**src/rtl/fifo_pkg.sv**
```systemverilog
// Constants and types shared by the FIFO control FSM, the storage stage and the top level.
package fifo_pkg;

    localparam int FIFO_DATA_WIDTH = 8;
    localparam int FIFO_DEPTH      = 8;

    typedef logic [$clog2(FIFO_DEPTH)-1:0] ptr_t;
    typedef logic [$clog2(FIFO_DEPTH):0]   cnt_t;

endpackage

```
**src/rtl/fifo_buffer_if.sv**
```systemverilog
// Strobe/data/status bundle between the FIFO control FSM (master) and the storage stage (slave).
interface fifo_buffer_if
    import fifo_pkg::*;
#(
    parameter int DATA_WIDTH = FIFO_DATA_WIDTH,
    parameter int DEPTH      = FIFO_DEPTH
);

    logic                    wen;
    logic                    ren;
    logic [DATA_WIDTH-1:0]   din;
    logic [DATA_WIDTH-1:0]   dout;
    logic                    full;
    logic                    empty;
    logic [$clog2(DEPTH):0]  count;
    logic                    overflow;
    logic                    underflow;

    modport master (
        output wen, ren, din,
        input  dout, full, empty, count, overflow, underflow
    );

    modport slave (
        input  wen, ren, din,
        output dout, full, empty, count, overflow, underflow
    );

endinterface

```
**src/rtl/fifo_ptr.sv**
```systemverilog
// Reset-to-zero wrapping pointer; DEPTH is a power of two so the natural rollover is the wrap.
module fifo_ptr #(
    parameter int DEPTH = 8
) (
    input  logic                     clock,
    input  logic                     reset,
    input  logic                     inc,
    output logic [$clog2(DEPTH)-1:0] ptr
);

    localparam int PW = $clog2(DEPTH);

    always_ff @(posedge clock) begin
        if (reset) begin
            ptr <= '0;
        end else if (inc) begin
            ptr <= ptr + PW'(1);
        end
    end

endmodule

```
**src/rtl/fifo_buffer.sv**
```systemverilog
// FIFO storage stage: in-order word store with registered read, occupancy count and sticky error flags.
module fifo_buffer
    import fifo_pkg::*;
#(
    parameter int DATA_WIDTH = FIFO_DATA_WIDTH,
    parameter int DEPTH      = FIFO_DEPTH
) (
    input  logic          clock,
    input  logic          reset,
    fifo_buffer_if.slave  bus
);

    localparam int PW = $clog2(DEPTH);
    localparam int CW = PW + 1;

    logic [DATA_WIDTH-1:0] mem [DEPTH];
    logic [PW-1:0]         wr_ptr;
    logic [PW-1:0]         rd_ptr;
    logic [CW-1:0]         count_q;
    logic [DATA_WIDTH-1:0] dout_q;
    logic                  overflow_q;
    logic                  underflow_q;
    logic                  wr_acc;
    logic                  rd_acc;

    // Status comes straight off the registered count, so it cannot glitch.
    assign bus.full      = (count_q == CW'(DEPTH));
    assign bus.empty     = (count_q == '0);
    assign bus.count     = count_q;
    assign bus.dout      = dout_q;
    assign bus.overflow  = overflow_q;
    assign bus.underflow = underflow_q;

    assign wr_acc = bus.wen & ~bus.full;
    assign rd_acc = bus.ren & ~bus.empty;

    fifo_ptr #(.DEPTH(DEPTH)) u_wr_ptr (
        .clock (clock),
        .reset (reset),
        .inc   (wr_acc),
        .ptr   (wr_ptr)
    );

    fifo_ptr #(.DEPTH(DEPTH)) u_rd_ptr (
        .clock (clock),
        .reset (reset),
        .inc   (rd_acc),
        .ptr   (rd_ptr)
    );

    // No reset on the array so it can map onto block RAM.
    always_ff @(posedge clock) begin
        if (wr_acc) begin
            mem[wr_ptr] <= bus.din;
        end
    end

    always_ff @(posedge clock) begin
        if (reset) begin
            dout_q <= '0;
        end else if (rd_acc) begin
            dout_q <= mem[rd_ptr];
        end
    end

    always_ff @(posedge clock) begin
        if (reset) begin
            count_q <= '0;
        end else begin
            case ({wr_acc, rd_acc})
                2'b10:   count_q <= count_q + CW'(1);
                2'b01:   count_q <= count_q - CW'(1);
                default: count_q <= count_q;
            endcase
        end
    end

    always_ff @(posedge clock) begin
        if (reset) begin
            overflow_q  <= 1'b0;
            underflow_q <= 1'b0;
        end else begin
            if (bus.wen & bus.full) begin
                overflow_q <= 1'b1;
            end
            if (bus.ren & bus.empty) begin
                underflow_q <= 1'b1;
            end
        end
    end

endmodule

```
**src/flat_wrapper.sv**
```systemverilog
// flat-port wrapper written by rule: the top's interface ports become plain ports
module fifo_buffer_flat import fifo_pkg::*;
#(
    parameter int DATA_WIDTH = FIFO_DATA_WIDTH,
    parameter int DEPTH      = FIFO_DEPTH
)
  (clock, reset, bus_wen, bus_ren, bus_din, bus_dout, bus_full, bus_empty, bus_count, bus_overflow, bus_underflow);
  fifo_buffer_if #(.DATA_WIDTH(DATA_WIDTH), .DEPTH(DEPTH)) bus_i ();
  input  logic clock;
  input  logic reset;
  input wire logic [$bits(bus_i.wen)-1:0] bus_wen;
  input wire logic [$bits(bus_i.ren)-1:0] bus_ren;
  input wire logic [$bits(bus_i.din)-1:0] bus_din;
  output wire logic [$bits(bus_i.dout)-1:0] bus_dout;
  output wire logic [$bits(bus_i.full)-1:0] bus_full;
  output wire logic [$bits(bus_i.empty)-1:0] bus_empty;
  output wire logic [$bits(bus_i.count)-1:0] bus_count;
  output wire logic [$bits(bus_i.overflow)-1:0] bus_overflow;
  output wire logic [$bits(bus_i.underflow)-1:0] bus_underflow;
  assign bus_i.wen = bus_wen;
  assign bus_i.ren = bus_ren;
  assign bus_i.din = bus_din;
  assign bus_dout = bus_i.dout;
  assign bus_full = bus_i.full;
  assign bus_empty = bus_i.empty;
  assign bus_count = bus_i.count;
  assign bus_overflow = bus_i.overflow;
  assign bus_underflow = bus_i.underflow;
  fifo_buffer #(.DATA_WIDTH(DATA_WIDTH), .DEPTH(DEPTH)) u_core (.clock(clock), .reset(reset), .bus(bus_i));
endmodule
```
**config.mk**
```make
export PLATFORM = sky130hd
export DESIGN_NAME = fifo_buffer_flat
export DESIGN_NICKNAME = d
export VERILOG_FILES = /design/src/rtl/fifo_pkg.sv /design/src/rtl/fifo_buffer_if.sv /design/src/rtl/fifo_ptr.sv /design/src/rtl/fifo_buffer.sv /design/src/flat_wrapper.sv
export SDC_FILE = /design/constraint.sdc
export NUM_CORES = 1
export LEC_CHECK = 0
export CORE_MARGIN = 3
export CORE_UTILIZATION = 33
export CTS_BUF_LIST = sky130_fd_sc_hd__clkbuf_8 sky130_fd_sc_hd__clkbuf_16
export DETAILED_ROUTE_END_ITERATION = 10
export DONT_BUFFER_PORTS = 1
export HOLD_SLACK_MARGIN = 0.06
export PLACE_DENSITY = 0.44
export SLEW_MARGIN = 15
export SYNTH_ARGS = -nofsm -noshare
export SYNTH_HDL_FRONTEND = slang
export SYNTH_SLANG_ARGS = --single-unit
export TNS_END_PERCENT = 50
```
**constraint.sdc**
```tcl
create_clock -name clock -period 6 [get_ports clock]
set_clock_uncertainty 0.05 [all_clocks]
set_input_delay 0.3 -clock clock [delete_from_list [all_inputs] [get_ports clock]]
set_output_delay 0.3 -clock clock [all_outputs]
set_load 0.01 [all_outputs]
```
==> results.sh, run 1 <==
export IMPL_finalCriticalPeriod_ns=2.86
export IMPL_setup_repair_after_global_routing_missed_its_margin="false"
export IMPL_utilization_pct=38.4
export IMPL_die_area_um2=11400
export IMPL_seq_area_frac_synth_pct=69.2
export IMPL_drive_gt1_share_pct=24.0
export IMPL_drt_total_wl_mm=6.71
export IMPL_wl_per_cell_um=19.2
export IMPL_drtAntennaViolNets=0
export IMPL_initial_antenna_violation_count=0
export IMPL_syn_avg_cell_area_um2=17.0
export IMPL_num_io_pins=28
export IMPL_grt_first_pass_wirelength_mm=10.2
export IMPL_flow_area_growth_from_synthesis_pct=12.5
export IMPL_finalSetupViolCount=0
export IMPL_total_leakage_power_nw=1.21
export IMPL_p_seq_share_pct=52.8
export IMPL_placement_setup_worst_slack_ns=3.13
export IMPL_antennaDiodeCount=0
export IMPL_final_setup_worst_slack_ns=3.14
export IMPL_cts_htree_levels=3
export IMPL_most_common_layout_cells="sky130_fd_sc_hd__edfxtp_1, sky130_fd_sc_hd__nor2_1, sky130_fd_sc_hd__dfxtp_1"
export IMPL_starting_density_of_the_core_pct=34.2
export IMPL_outcome="complete, no violations"
export IMPL_layer_with_the_highest_usage="met2"
export IMPL_setup_bufs_post_cts=0
export IMPL_comb_power_share_pct=23.2
export IMPL_finalHoldViolations=0
export IMPL_maximum_number_of_pins_on_one_net_before_global_route_repair=20
export IMPL_placementRows=36
export IMPL_worst_setup_hold_path_clk_slew_ns=0.10
export IMPL_crit_fanout=15
export IMPL_cts_buffer_depth=2
export IMPL_clock_insertion_delay_worst_skew_ns=0.35
export IMPL_synth_warnings=0
export IMPL_via_per_inst=4.95
export IMPL_post_synthesis_instance_area_um2=3350
export IMPL_first_global_vias=1790
export IMPL_critPathCaptureType="flop"
export IMPL_drt_pre_antenna_iters=4
export IMPL_start_kind="flop"
export IMPL_gp_routability_congestion=0.724
export IMPL_hold_path_class="in2reg"
export IMPL_power_share_clock_pct=24.0
export IMPL_crit_required_ns=6.22
export IMPL_global_route_usage_met3_pct=3.25
export IMPL_worst_ep_arrival_time_ns=3.08
export IMPL_core_um2=9820
export IMPL_place_port_buffers=0
export IMPL_report_power_total_mw=1.49
export IMPL_irDropWorstVdd_uv=132
export IMPL_die_y_um=107
export IMPL_switching_share_pct=32.5
export IMPL_use_met2_pct=21.4
export IMPL_final_seq_area_um2=2320
export IMPL_r2r_setup_slack_ns=3.14
export IMPL_timing_worst_slew_pin_value_ns=1.00
export IMPL_cts_tree="done"
export IMPL_detailedPlacementHpwl_mm=4.24
export IMPL_final_net_count=229
export IMPL_gr_usage_all_layers_pct=12.5
export IMPL_layout_commonest_cell="sky130_fd_sc_hd__edfxtp_1"
export IMPL_die_width_um=107
export IMPL_synth_distinct_cells=33
export IMPL_async_reset_ff_share_pct=0
export IMPL_synth_fp_nets=214
export IMPL_final_cycle_share_pct=47.7
export IMPL_timing_final_max_slew_violations=0
export IMPL_net_switching_power_mw=0.485
export IMPL_ctsRootBufferMaster="sky130_fd_sc_hd__clkbuf_8"
export IMPL_via_count=1732
export IMPL_drv_max_cap_violation_count=0
export IMPL_multi_input_comb_area_um2=972
export IMPL_synthFlopType="sky130_fd_sc_hd__edfxtp_1"
export IMPL_grt_remaining_overflow=0
export IMPL_groute_layer_met1_usage_pct=15.1
export IMPL_max_freq_mhz=350
export IMPL_detail_route_drc_violations=0
export IMPL_number_of_buffers_inserted_during_clock_tree_synthesis=9
export IMPL_critPathKind="reg2reg"
export IMPL_fill_cells=935
export IMPL_synth_edf_count=64
export IMPL_timing_slew_headroom_pct=32.9
export IMPL_synthCells=197
export IMPL_cts_repair_resize_count=0
export IMPL_drt_first_iter_violations=90
export IMPL_internal_power_mw=1.01
export IMPL_setup_tns_ns=0
export IMPL_cts_sink_count=84
export IMPL_synth_seq_cells=84
export IMPL_powerDensity_nw_per_um2=396
## cell usage after synthesis (all sizes together), types with 3 or more instances
cell type / n / area share, %
edfxtp: 64 / 57
nor2: 21 / 2.4
dfxtp: 20 / 12
mux4: 16 / 11
nor3: 12 / 3.0
buf: 9 / 2.2
o22ai: 8 / 1.5
a21oi: 6 / 1.0
xor2: 6 / 1.6
ha: 5 / 1.9
nand2: 5 / 1.2
nor2b: 4 / 0.75
nand2b: 3 / 0.56
nand3: 3 / 0.60
## state kept, by name (all words and copies together), names as in the netlist
| signal | count |
|---|---|
| u_core.bus.dout | 8 |
| u_core.mem | 64 |
| u_core.u_wr_ptr.ptr | 3 |
| u_core.bus.overflow | 1 |
| u_core.u_rd_ptr.ptr | 3 |
| u_core.bus.underflow | 1 |
| u_core.bus.count | 4 |
## kinds of logic (layout without fill, tap and decap cells)
family	Yosys count	in the layout	synth area share [%]
AOI/OAI and AO/OA	18	18	3.43
xor gates and xnor gates	7	7	1.83
adders and majority gates	5	5	1.86
buffers and inverters	11	31	2.39
DFF	84	84	69.2
muxes	19	19	11.7
and+or+nand+nor	53	53	9.59
## routing by layer
layer / routed length, µm / part of all wire (%)
met5: 0 / 0
met4: 65 / 0.97
met3: 282 / 4.2
met2: 3500 / 52
met1: 2870 / 43
## layout make-up
cell class	count	area share, %
Clock buffer	9	3.28
Sequential cell	84	61.5
Clock inverter	7	1.33
Multi-Input combinational cell	102	25.8
Tap cell	133	4.41
Timing Repair Buffer	14	3.58
Inverter	1	0.0995
## worst paths after layout
path / start / to / cells after the start
setup / recovery: u_core.bus.count[1] / u_core.bus.count[2] / 8
hold / removal: bus_wen / u_core.u_wr_ptr.ptr[2] / 3
setup reg to reg: u_core.bus.count[1] / u_core.bus.count[2] / 8
hold reg to reg: u_core.bus.overflow / u_core.bus.overflow / 2
## metrics by stage
stage                     instance area (µm²)  std cells  hold slack [ns]
after detailed placement                 3480        322            0.322
after global routing                     3770        350            0.149
final                                    3770        350            0.119
after floorplan                          3350        197            0.349
after global placement                   3480        322            0.318
after CTS                                3770        350            0.111
## power by group through the flow
| stage | clock, mW | combinational [mW] | sequential (mW) |
|---|---|---|---|
| after CTS | 0.367 | 0.356 | 0.792 |
| after floorplan | 0 | 0.298 | 0.769 |
| final | 0.358 | 0.347 | 0.788 |
| after detailed placement | 0 | 0.340 | 0.805 |
| after global placement | 0 | 0.327 | 0.799 |
| after global routing | 0.395 | 0.386 | 0.801 |
## timing repair
item	in CTS	in global routing
hold buffers	12	0
endpoints found under the setup margin	0	0
hold endpoints to repair	83	0
## critical path, cell delays in order (launching register included)
cell and delay, ns:
sky130_fd_sc_hd__dfxtp_1 0.58, sky130_fd_sc_hd__o41a_1 0.67, sky130_fd_sc_hd__ha_1 0.38, sky130_fd_sc_hd__xor2_1 0.21
sky130_fd_sc_hd__ha_1 0.18, sky130_fd_sc_hd__a21oi_1 0.05, sky130_fd_sc_hd__xor2_1 0.17, sky130_fd_sc_hd__or3_1 0.32
sky130_fd_sc_hd__a21oi_1 0.17
Power figures use the tool's default switching activity.
==> run 2, diff against run 1 <==
--- a/config.mk
+++ b/config.mk
@@ -11,7 +11,7 @@
 export DETAILED_ROUTE_END_ITERATION = 10
 export DONT_BUFFER_PORTS = 1
 export HOLD_SLACK_MARGIN = 0.06
-export PLACE_DENSITY = 0.44
+export PLACE_DENSITY = 0.45
 export SLEW_MARGIN = 15
 export SYNTH_ARGS = -nofsm -noshare
 export SYNTH_HDL_FRONTEND = slang
==> constraint.sdc (replaced) <==
create_clock -name clock -period 2.3 [get_ports clock]
set_clock_uncertainty 0.05 [all_clocks]
set_input_delay 0.115 -clock clock [delete_from_list [all_inputs] [get_ports clock]]
set_output_delay 0.115 -clock clock [all_outputs]
set_load 0.01 [all_outputs]
==> run 2 against run 1 <==
Net effect:
- the flow now finishes with violations (negative hold slack)
- first-iteration DRC count down 18%
- clock power rose to 3.2 times the previous value
- sequential power rose to 2.5 times the previous value
- count of clock-buffer cells in the layout unchanged
- worst hold slack worse by 0.35 ns
- largest power group unchanged
==> results.sh, run 2 (synthesized netlist as in run 1, its figures left out) <==
export IMPL_critical_path_slowest_cell="sky130_fd_sc_hd__or4b_4"
export IMPL_finalHoldWorstSlack_ns=-0.232
export IMPL_final_net_count=252
export IMPL_finalSetupViolCount=0
export IMPL_die_area_um2=11400
export IMPL_worst_ep_arrival_time_ns=2.49
export IMPL_cts_buffer_depth=2
export IMPL_cts_tree="done"
export IMPL_maximum_number_of_pins_on_one_net_before_global_route_repair=22
export IMPL_multi_input_comb_area_um2=1000
export IMPL_cts_htree_levels=3
export IMPL_drtAntennaViolNets=0
export IMPL_report_power_total_mw=4.36
export IMPL_setup_tns_ns=0
export IMPL_fill_cells=928
export IMPL_utilization_pct=41.2
export IMPL_antennaDiodeCount=0
export IMPL_drt_pre_antenna_iters=4
export IMPL_crit_required_ns=2.54
export IMPL_placementRows=36
export IMPL_timing_final_max_slew_violations=0
export IMPL_crit_fanout=4
export IMPL_total_leakage_power_nw=1.37
export IMPL_critical_path_max_stage_delay_ns=0.59
export IMPL_drive_gt1_share_pct=30.4
export IMPL_layout_commonest_cell="sky130_fd_sc_hd__edfxtp_1"
export IMPL_starting_density_of_the_core_pct=34.2
export IMPL_timing_worst_slew_pin_value_ns=0.943
export IMPL_die_y_um=107
export IMPL_final_cycle_share_pct=97.9
export IMPL_start_kind="flop"
export IMPL_flow_area_growth_from_synthesis_pct=20.7
export IMPL_grt_remaining_overflow=0
export IMPL_gr_usage_all_layers_pct=13.5
export IMPL_via_per_inst=4.91
export IMPL_num_io_pins=28
export IMPL_drt_first_iter_violations=74
export IMPL_critPathCaptureType="flop"
export IMPL_timing_critical_path_cells="or4b_4 > nand2_8 > ha_4 > xor2_2 > ha_2 > a21oi_1 > xor2_1 > or3_1 > a21oi_2"
export IMPL_first_global_vias=1970
export IMPL_drv_max_cap_violation_count=0
export IMPL_most_common_layout_cells="sky130_fd_sc_hd__edfxtp_1, sky130_fd_sc_hd__nor2_1, sky130_fd_sc_hd__dlygate4sd3_1"
export IMPL_critPathKind="reg2reg"
export IMPL_die_width_um=107
export IMPL_powerDensity_nw_per_um2=1080
export IMPL_place_port_buffers=0
export IMPL_ctsRootBufferMaster="sky130_fd_sc_hd__clkbuf_8"
export IMPL_placedCellCount=335
export IMPL_irDropWorstVdd_uv=383
export IMPL_cts_sink_count=84
export IMPL_core_um2=9820
export IMPL_hold_path_class="in2reg"
export IMPL_gp_routability_congestion=0.797
export IMPL_layoutNonFillerInstCount=373
export IMPL_number_of_buffers_inserted_during_clock_tree_synthesis=9
export IMPL_detailedPlacementHpwl_mm=4.32
export IMPL_finalHoldViolations=10
export IMPL_clock_insertion_delay_worst_skew_ns=0.35
export IMPL_timing_slew_headroom_pct=36.9
export IMPL_wl_per_cell_um=18.5
export IMPL_drt_total_wl_mm=6.91
export IMPL_postCtsHoldBufs=19
export IMPL_via_count=1832
export IMPL_max_freq_mhz=444
export IMPL_largest_reg_flops=64
export IMPL_final_seq_area_um2=2330
export IMPL_worst_setup_hold_path_clk_slew_ns=0.09
export IMPL_violations="negative hold slack"
export IMPL_finalCriticalPeriod_ns=2.25
export IMPL_initial_antenna_violation_count=0
export IMPL_detail_route_drc_violations=0
export IMPL_setup_repair_after_global_routing_missed_its_margin="true"
export IMPL_largest_register="u_core.mem"
export IMPL_outcome="finished, violations left"
export IMPL_grt_first_pass_wirelength_mm=11.2
run 2: cell types whose count changed in the layout (fill, tap and decap cells not counted), moves of 4 or more:
cell and delta:
sky130_fd_sc_hd__buf_4 +16, sky130_fd_sc_hd__dlygate4sd3_1 +7, sky130_fd_sc_hd__nor3_1 +4, sky130_fd_sc_hd__nor3_2 -4
run 2: stage by stage:
step | hold slack [ns] | setup WS, ns | area (µm²)
floorplan | 0.164 | -0.0510 | 3390
global placement | 0.133 | 0.0657 | 3590
detailed placement | 0.133 | -0.0363 | 3590
CTS | -0.256 | 0.00274 | 4030
global route | -0.266 | -0.0409 | 4050
finish | -0.232 | 0.0493 | 4050
run 2: final timing paths:
path / start / end / slack [ns] / depth (start not counted)
max: u_core.bus.count[0] / u_core.bus.count[2] / 0.05 / 9
min: reset / u_core.bus.count[1] / -0.23 / 1
max reg2reg: u_core.bus.count[0] / u_core.bus.count[2] / 0.05 / 9
min reg2reg: u_core.bus.dout[1] / u_core.bus.dout[1] / 0.51 / 2
run 2: final cells by class:
class / instances / share of cell area (%)
Clock inverter: 7 / 2.47
Tap cell: 133 / 4.11
Multi-Input combinational cell: 102 / 24.8
Clock buffer: 9 / 3.06
Timing Repair Buffer: 37 / 8.04
Sequential cell: 84 / 57.5
Inverter: 1 / 0.0927
run 2: per-layer routing:
| metal | share of wire [%] | vias to the layer above | wire, µm | track usage [%] |
|---|---|---|---|---|
| met3 | 4.4 | 10 | 307 | 3.25 |
| met1 | 44 | 933 | 3040 | 16.8 |
| li1 | - | 840 | - | - |
| met2 | 50 | 49 | 3440 | 22.4 |
| met5 | 0 | - | 0 | 0 |
| met4 | 1.9 | 0 | 130 | 5.84 |
run 2: timing repair:
| item | CTS | global route |
|---|---|---|
| setup buffers | 2 | 1 |
| endpoints found under the setup margin | 1 | 3 |
| resized for setup | 2 | 3 |
| pin swaps | 5 | 2 |
| endpoints found under the hold margin | 84 | 10 |
run 2: worst max-delay path: cells and delay by family, from the launching register on:
family / cells / cell delay [ns]
simple gates: 3 / 1.02
flops: 1 / 0.35
fa+ha+maj: 2 / 0.33
xor+xnor: 2 / 0.28
compound gates: 2 / 0.16
run 2: where the power goes:
part	total, mW	switching (mW)	internal, mW
registers	1.98	0.151	1.83
clock network	1.16	0.543	0.621
logic	1.22	0.627	0.588
==> run 3, diff against run 2 <==
==> constraint.sdc (replaced) <==
create_clock -name clock -period 2.3 [get_ports clock]
set_clock_uncertainty 0.05 [all_clocks]
set_input_delay 0.23 -clock clock [delete_from_list [all_inputs] [get_ports clock]]
set_output_delay 0.23 -clock clock [all_outputs]
set_load 0.01 [all_outputs]
==> run 3 against run 2 <==
Net effect:
- the flow still finishes with violations (negative hold slack)
- sequential power is essentially flat
- die area is the same
- worst hold slack improved by 0.11 ns
- routed wire length fell by 0.56%
- register-to-register slack barely moved
- combinational power hardly changed
- count of clock-buffer cells in the layout unchanged
- final area fell by 0.12%
- total power about the same
- first-iteration DRC count increased by 36%
- non-clock buffer count fell by 1
==> results.sh, run 3 (synthesized netlist as in run 1, its figures left out) <==
export IMPL_maximum_number_of_pins_on_one_net_before_global_route_repair=22
export IMPL_powerDensity_nw_per_um2=1080
export IMPL_multi_input_comb_area_um2=1010
export IMPL_hold_path_class="in2reg"
export IMPL_finish_instance_area_um2=4040
export IMPL_power_share_clock_pct=26.7
export IMPL_cts_buffer_depth=2
export IMPL_cts_htree_levels=3
export IMPL_clock_insertion_delay_worst_skew_ns=0.35
export IMPL_antennaDiodeCount=0
export IMPL_finalSetupViolCount=0
export IMPL_worst_setup_hold_path_clk_slew_ns=0.09
export IMPL_die_width_um=107
export IMPL_fill_cells=925
export IMPL_cts_sink_count=84
export IMPL_dpl_instance_area_um2=3590
export IMPL_finalHoldWorstSlack_ns=-0.126
export IMPL_drt_pre_antenna_iters=5
export IMPL_switching_share_pct=30.4
export IMPL_final_cycle_share_pct=98.0
export IMPL_detail_route_drc_violations=0
export IMPL_largest_register="u_core.mem"
export IMPL_gp_routability_congestion=0.797
export IMPL_finalCriticalPeriod_ns=2.25
export IMPL_final_seq_area_um2=2330
export IMPL_timing_slew_headroom_pct=35.0
export IMPL_max_freq_mhz=444
export IMPL_worst_ep_arrival_time_ns=2.49
export IMPL_crit_fanout=4
export IMPL_drtAntennaViolNets=0
export IMPL_comb_power_share_pct=27.9
export IMPL_postCtsHoldBufs=18
export IMPL_layoutNonFillerInstCount=372
export IMPL_drive_gt1_share_pct=31.4
export IMPL_detailedPlacementHpwl_mm=4.32
export IMPL_gr_usage_all_layers_pct=13.5
export IMPL_cts_tree="done"
export IMPL_placementRows=36
export IMPL_critPathKind="reg2reg"
export IMPL_total_leakage_power_nw=1.36
export IMPL_flow_area_growth_from_synthesis_pct=20.5
export IMPL_internal_power_mw=3.04
export IMPL_final_net_count=251
export IMPL_timing_final_max_slew_violations=0
export IMPL_drt_total_wl_mm=6.87
export IMPL_core_um2=9820
export IMPL_grt_first_pass_wirelength_mm=11.2
export IMPL_first_global_vias=1966
export IMPL_net_switching_power_mw=1.32
export IMPL_via_per_inst=4.92
export IMPL_irDropWorstVdd_uv=413
export IMPL_timing_worst_slew_pin_value_ns=0.971
export IMPL_finalHoldViolations=10
export IMPL_drv_max_cap_violation_count=0
export IMPL_p_seq_share_pct=45.4
export IMPL_setup_repair_after_global_routing_missed_its_margin="true"
export IMPL_drt_first_iter_violations=101
export IMPL_die_y_um=107
export IMPL_grt_remaining_overflow=0
export IMPL_critPathCaptureType="flop"
export IMPL_ctsRootBufferMaster="sky130_fd_sc_hd__clkbuf_8"
export IMPL_most_common_layout_cells="sky130_fd_sc_hd__edfxtp_1, sky130_fd_sc_hd__nor2_1, sky130_fd_sc_hd__dlygate4sd3_1, sky130_fd_sc_hd__buf_4"
export IMPL_initial_antenna_violation_count=0
export IMPL_number_of_buffers_inserted_during_clock_tree_synthesis=9
export IMPL_starting_density_of_the_core_pct=34.2
export IMPL_wl_per_cell_um=18.5
export IMPL_place_port_buffers=0
export IMPL_via_count=1832
export IMPL_num_io_pins=28
export IMPL_placedCellCount=335
export IMPL_violations="negative hold slack"
export IMPL_largest_reg_flops=64
export IMPL_crit_required_ns=2.54
export IMPL_layout_commonest_cell="sky130_fd_sc_hd__edfxtp_1"
export IMPL_outcome="finished, violations left"
export IMPL_die_area_um2=11400
export IMPL_start_kind="flop"
==> run 3: power by group through the flow <==
stage | clock network (mW) | registers [mW] | logic [mW]
6_report | 1.17 | 1.98 | 1.22
5_1_grt | 1.28 | 2.01 | 1.33
3_5_place_dp | 0 | 2.01 | 1.10
2_1_floorplan | 0 | 2.01 | 0.831
4_1_cts | 1.20 | 1.98 | 1.20
3_3_place_gp | 0 | 2.00 | 1.07
==> run 3: repair_timing <==
item	in CTS	in global routing
setup buffers	2	1
endpoints found under the setup margin	1	3
endpoints found under the hold margin	84	10
pin swaps	5	2
gates resized for setup	2	5
==> run 3: cell type report <==
type,count,area share (%)
clock buffers,9,3.06
repair buffers,36,7.80
clock inverters,7,2.48
multi-input cells,102,24.9
flip-flops and latches,84,57.6
inverters,1,0.0929
well taps,133,4.12
==> run 3: path summary, 6_finish.rpt <==
kind	slack, ns	end	from	cells past startpoint
worst max-delay path	0.05	u_core.bus.count[2]	u_core.bus.count[2]	9
worst min-delay path	-0.13	u_core.bus.count[2]	reset	1
worst max register to register	0.05	u_core.bus.count[2]	u_core.bus.count[2]	9
worst min register to register	0.51	u_core.bus.dout[1]	u_core.bus.dout[1]	2
==> run 3: critical path: stages, from the launching register on <==
cell	delay, ns
sky130_fd_sc_hd__dfxtp_2	0.35
sky130_fd_sc_hd__or4b_4	0.59
sky130_fd_sc_hd__nand2_8	0.10
sky130_fd_sc_hd__ha_4	0.15
sky130_fd_sc_hd__xor2_2	0.14
sky130_fd_sc_hd__ha_2	0.19
sky130_fd_sc_hd__a21oi_2	0.03
sky130_fd_sc_hd__xor2_1	0.15
sky130_fd_sc_hd__or3_1	0.33
sky130_fd_sc_hd__a21oi_2	0.12
==> run 3: per-stage QoR <==
stage                     worst slack, ns  power [mW]  utilization [%]  setup TNS (ns)
final                              0.0469        4.36             41.2               0
after floorplan                   -0.0510        2.84                -         -0.0968
after global placement             0.0657        3.07             36.6               0
after CTS                         0.00274        4.38             40.9               0
after detailed placement          -0.0363        3.11             36.6         -0.0363
after global routing              -0.0267        4.62             41.2         -0.0297
==> run 3: layer usage <==
layer,vias up,global-route usage (%),share of wire [%]
met5,-,0,0
met3,10,3.25,5.5
li1,840,-,-
met1,925,16.8,44
met4,0,5.84,1.7
met2,57,22.3,49
